**src/rtl/code_defs_pkg.sv**
```systemverilog
// Shared 64b/66b PCS code definitions.
//   SYNC_DATA / SYNC_CTRL : legal 2-bit sync header values
//   block_lock_state_t    : block-lock controller states
//   is_valid_sh()         : 1 when a sync header is one of the two legal values
package code_defs_pkg;

  localparam logic [1:0] SYNC_DATA = 2'b01;
  localparam logic [1:0] SYNC_CTRL = 2'b10;

  typedef enum logic [2:0] {
    LOCK_INIT,
    RESET_CNT,
    TEST_SH,
    SLIP,
    SLIP_WAIT_ST
  } block_lock_state_t;

  function automatic logic is_valid_sh(input logic [1:0] header);
    return (header == SYNC_DATA) || (header == SYNC_CTRL);
  endfunction

endpackage

```
**src/rtl/rx_block_lock.sv**
```systemverilog
// Receive-side block-lock controller for the 64b/66b PCS.
// Watches the sync header on every header-valid cycle, commands gearbox
// bit-slips until the 66-bit boundary is found, then declares and maintains
// block lock (IEEE 802.3 clause 49 lock state machine).
//   i_rxc             : Rx clock
//   i_reset_n         : asynchronous active-low reset
//   i_rx_header       : sync header from the gearbox
//   i_rx_header_valid : i_rx_header is meaningful this cycle (one per block)
//   o_slip            : one-cycle pulse, gearbox shifts alignment by one bit
//   o_block_lock      : block boundary locked
//   o_sh_invalid_cnt  : invalid-header count in the current window
module rx_block_lock
  import code_defs_pkg::*;
#(
  parameter int unsigned SH_CNT_MAX     = 64,
  parameter int unsigned SH_INVALID_MAX = 16,
  parameter int unsigned SLIP_WAIT      = 32
) (
  input  logic       i_rxc,
  input  logic       i_reset_n,
  input  logic [1:0] i_rx_header,
  input  logic       i_rx_header_valid,
  output logic       o_slip,
  output logic       o_block_lock,
  output logic [5:0] o_sh_invalid_cnt
);

  localparam int unsigned CNT_W  = $clog2(SH_CNT_MAX) + 1;
  localparam int unsigned INV_W  = $clog2(SH_INVALID_MAX) + 1;
  localparam int unsigned WAIT_W = $clog2(SLIP_WAIT) + 1;

  localparam logic [CNT_W-1:0]  CNT_MAX  = CNT_W'(SH_CNT_MAX);
  localparam logic [INV_W-1:0]  INV_MAX  = INV_W'(SH_INVALID_MAX);
  localparam logic [WAIT_W-1:0] WAIT_LD  = WAIT_W'(SLIP_WAIT);
  localparam logic [WAIT_W-1:0] WAIT_ONE = WAIT_W'(1);

  block_lock_state_t state_q, state_d;
  logic              lock_q, lock_d;
  logic              slip_q, slip_d;
  logic [CNT_W-1:0]  sh_cnt_q, sh_cnt_d;
  logic [INV_W-1:0]  inv_cnt_q, inv_cnt_d;
  logic [WAIT_W-1:0] wait_q, wait_d;

  logic              sh_ok;
  logic [CNT_W-1:0]  sh_cnt_inc;
  logic [INV_W-1:0]  inv_cnt_inc;

  assign sh_ok       = is_valid_sh(i_rx_header);
  // Saturating increments; the FSM leaves TEST_SH at the max so these
  // never actually need to wrap.
  assign sh_cnt_inc  = (sh_cnt_q == CNT_MAX) ? sh_cnt_q : sh_cnt_q + 1'b1;
  assign inv_cnt_inc = (inv_cnt_q == INV_MAX) ? inv_cnt_q : inv_cnt_q + 1'b1;

  always_comb begin
    state_d   = state_q;
    lock_d    = lock_q;
    sh_cnt_d  = sh_cnt_q;
    inv_cnt_d = inv_cnt_q;
    wait_d    = wait_q;

    case (state_q)
      LOCK_INIT: begin
        lock_d  = 1'b0;
        state_d = RESET_CNT;
      end
      RESET_CNT: begin
        sh_cnt_d  = '0;
        inv_cnt_d = '0;
        state_d   = TEST_SH;
      end
      TEST_SH: begin
        if (i_rx_header_valid) begin
          if (!lock_q) begin
            if (sh_ok) begin
              sh_cnt_d = sh_cnt_inc;
              if (sh_cnt_inc == CNT_MAX) begin
                lock_d  = 1'b1;
                state_d = RESET_CNT;
              end
            end else begin
              state_d = SLIP;
            end
          end else begin
            sh_cnt_d = sh_cnt_inc;
            if (!sh_ok) begin
              inv_cnt_d = inv_cnt_inc;
            end
            // Loss of lock wins over the end-of-window restart.
            if (inv_cnt_d == INV_MAX) begin
              lock_d  = 1'b0;
              state_d = SLIP;
            end else if (sh_cnt_d == CNT_MAX) begin
              state_d = RESET_CNT;
            end
          end
        end
      end
      SLIP: begin
        lock_d  = 1'b0;
        wait_d  = WAIT_LD;
        state_d = SLIP_WAIT_ST;
      end
      SLIP_WAIT_ST: begin
        wait_d = wait_q - 1'b1;
        // Leaving on the 1->0 step gives exactly SLIP_WAIT cycles here.
        if (wait_q <= WAIT_ONE) begin
          state_d = RESET_CNT;
        end
      end
      default: begin
        state_d = LOCK_INIT;
      end
    endcase

    // Registered slip pulse: high for the single cycle spent in SLIP.
    slip_d = (state_d == SLIP);
  end

  always_ff @(posedge i_rxc or negedge i_reset_n) begin
    if (!i_reset_n) begin
      state_q   <= LOCK_INIT;
      lock_q    <= 1'b0;
      slip_q    <= 1'b0;
      sh_cnt_q  <= '0;
      inv_cnt_q <= '0;
      wait_q    <= '0;
    end else begin
      state_q   <= state_d;
      lock_q    <= lock_d;
      slip_q    <= slip_d;
      sh_cnt_q  <= sh_cnt_d;
      inv_cnt_q <= inv_cnt_d;
      wait_q    <= wait_d;
    end
  end

  assign o_slip           = slip_q;
  assign o_block_lock     = lock_q;
  assign o_sh_invalid_cnt = 6'(inv_cnt_q);

endmodule
```
**config.mk**
```make
export PLATFORM = sky130hd
export DESIGN_NAME = rx_block_lock
export DESIGN_NICKNAME = d
export VERILOG_FILES = /design/src/rtl/code_defs_pkg.sv /design/src/rtl/rx_block_lock.sv
export SDC_FILE = /design/constraint.sdc
export NUM_CORES = 1
export LEC_CHECK = 0
export CAP_MARGIN = 10
export CORE_MARGIN = 4
export CORE_UTILIZATION = 40
export CTS_BUF_LIST = sky130_fd_sc_hd__clkbuf_8 sky130_fd_sc_hd__clkbuf_16
export CTS_CLUSTER_DIAMETER = 50
export DETAILED_ROUTE_END_ITERATION = 10
export PLACE_DENSITY = 0.65
export SKIP_CTS_REPAIR_TIMING = 1
export SLEW_MARGIN = 20
export SYNTH_ARGS = -nofsm -noshare
export SYNTH_HDL_FRONTEND = slang
export SYNTH_SLANG_ARGS = --single-unit
```
**constraint.sdc**
```tcl
create_clock -name i_rxc -period 2.4 [get_ports i_rxc]
set_input_delay 0.48 -clock i_rxc [delete_from_list [all_inputs] [get_ports i_rxc]]
set_output_delay 0.48 -clock i_rxc [all_outputs]
set_load 0.01 [all_outputs]
```
==> results by group <==
Min path
  • Worst min path class: register to register

Placed design
  • Port bufs: 11
  • Place WS: around 0.015 ns
  • Final GP Congestion: roughly 0.88
  • Placed Cells: between 200 and 250
  • Post-DP HPWL: around 2300 µm
  • Area after DPL: about 0.0016 mm²

STA
  • Final setup fails: 0
  • Fin Hold WS: between 0.5 and 0.6 ns
  • Fmax achieved: 466 MHz
  • Final clock skew: a little over 0.006 ns
  • Fin. Hold Viols: 0
  • Max Slew Vio Count: 0
  • Final Worst Setup Slack: around 0.25 ns
  • RSZ-0062 raised after global routing: no
  • Final period util: 0.894
  • Final Critical Period: ~2.1 ns
  • Setup TNS: 0 ns

Clock network
  • Register clock-pin slew on the reported worst setup and hold paths: around 0.08 ns
  • H-Tree Depth: 1
  • TritonCTS buffer count: 3
  • Skew-Pair Late Insertion Delay: ~0.26 ns
  • Clk buf depth: 2
  • CTS tree: yes
  • Clk sinks: 23
  • Root buffer cell: clkbuf_8

Yosys
  • EDFF count, synth: 0
  • Post-synth top cells: dfrtp_1 (23), nand2_1 (23), o21ai_0 (17), nand3_1 (12), nor2_1 (9)
  • Seq cells post-synth: 23
  • Syn Nets: roughly 180
  • Post-Syn Instances: between 150 and 200
  • Post-synth top area cell: dfrtp_1
  • Area contributors post-synth: dfrtp_1 (40%), nand2_1 (6.0%), o21ai_0 (5.9%)
  • Yosys top cell area share: 0.397
  • Synth async-reset ratio: 1.00
  • Warnings, synthesis: 0
  • Register area share after synthesis: 0.397
  • Cell area after synthesis: 0.00145 mm²
  • Synth cell types: 46
  • Avg Inst Size Synth: a little under 9 µm²
  • Synth Flop Type: dfrtp_1

Worst setup path
  • Worst setup EP type: register
  • Crit path arrival time: roughly 2.3 ns
  • Worst path cell trace: clkdlybuf4s50_1 -> xor2_2 -> nor2_1 -> mux2i_1 -> nand4_1 -> a41o_1 -> a21oi_2
  • Top fanout value on the critical path: 8
  • CP Class: input port to register
  • CP peak stage delay: roughly 0.54 ns
  • CP required: 2.59 ns
  • Critical-path top delay cell: clkdlybuf4s50_1
  • FF-to-FF setup slack: between 0.2 and 0.3 ns
  • Setup crit start kind: input port

Route
  • WL/cell: between 10 and 15 µm
  • DRC viols: 0
  • Drt first pass iters: 4
  • Post-DRT Antenna Nets: 0
  • Routed vias/inst: between 5 and 6
  • DR iter-0 viols: 90
  • Routed WL: between 3000 and 4000 µm
  • Via count: between 1,000 and 1,500

Layout
  • Antenna diodes: 0
  • Layout cells sized above 1: 0.0452
  • Util after Layout: 0.483
  • Storage element area: 576 µm²
  • Final cell count without fillers: about 220
  • # fillers: 334
  • Post-Layout Inst Area: roughly 0.0016 mm²
  • Layout net count: ~190
  • Multi-input gate area: 827 µm²
  • Synth-to-Final Area Change: 13.8%

GRT
  • Total grt overflow: 0
  • First-pass GRT wire length: approximately 5400 µm
  • Total GRT Usage: 0.151
  • Initial antenna violation count: 0
  • Largest net degree at the start of global routing: 24
  • Vias in the first global route: 1,235

Die
  • IO Pins: 13
  • Die height: about 68 µm
  • Initial Utilization: 0.424
  • Row Count: 21
  • DIE AREA: between 0.004 and 0.005 mm²
  • Die width: between 60 and 70 µm
  • Core area: around 0.0034 mm²

Run
  • Number of max-cap violations: 0

Power
  • Power Density: 799 mW/mm²
  • Total power: around 1.3 mW
  • Leak pwr: around 0.67 nW
  • IR drop worst, VDD: 0.000442 V

Run status
  • Status: complete, no violations
per-layer routing:
layer	part of all wire	global-route usage	vias to the layer above	wire length (µm)
met3	0.053	0.0460	4	166
met5	0	0	-	0
li1	-	-	628	-
met1	0.46	0.190	610	1440
met2	0.48	0.238	35	1520
met4	0.010	0.0670	0	32
kinds of logic after synthesis:
kind of cell    synth area share
other cells              0.00259
mux                       0.0207
buf+inv                   0.0320
simple gates               0.225
xor+xnor                  0.0354
flops                      0.397
compound gates             0.235
fa+ha+maj                 0.0518
path summary, 6_finish.rpt:
kind,startpoint,endpoint,cells after the start
setup / recovery,i_rx_header[1],state_q[1]$_DFF_PN0_,7
hold / removal,wait_q[5]$_DFFE_PN0P_,wait_q[5]$_DFFE_PN0P_,1
setup reg to reg,inv_cnt_q[0]$_DFFE_PN0P_,state_q[1]$_DFF_PN0_,8
hold reg to reg,wait_q[5]$_DFFE_PN0P_,wait_q[5]$_DFFE_PN0P_,1
max in group asynchronous,i_reset_n,inv_cnt_q[2]$_DFFE_PN0P_,2
min in group asynchronous,i_reset_n,sh_cnt_q[2]$_DFFE_PN0P_,2
critical path: cells and delay by family:
family	cells	cell delay, ns
XOR/XNOR	1	0.35
AO/OA/AOI/OAI	2	0.45
AND/OR/NAND/NOR	2	0.34
multiplexers	1	0.17
buffers and inverters	1	0.54
area by class of cell:
class                   count  share of cell area
clock buffers               3              0.0250
clock inverters             1             0.00228
inverters                   7              0.0159
multi-input cells         131               0.502
flip-flops and latches     23               0.349
well taps                  46              0.0349
repair buffers             12              0.0713
placed cells by master (no fill, tap or decap), drive strengths merged, types with 4 or more instances in the layout:
cell / instances
dfrtp: 23
inv: 8
nand3: 12
o21ai: 17
ha: 6
a21oi: 7
nor2: 9
clkdlybuf4s50: 11
nand2b: 4
nand2: 23
registers in the layout, indices dropped and copies added, names as in the netlist:
| register | flops |
|---|---|
| sh_cnt_q | 7 |
| wait_q | 6 |
| inv_cnt_q | 5 |
| state_q | 3 |
| o_block_lock | 1 |
| o_slip | 1 |
power by group:
group	total, mW	internal, mW	switching, mW
registers	0.582	0.470	0.111
clock network	0.229	0.114	0.115
logic	0.507	0.203	0.304
total	1.32	0.788	0.530
No activity file was read; power rests on OpenSTA's default activity.
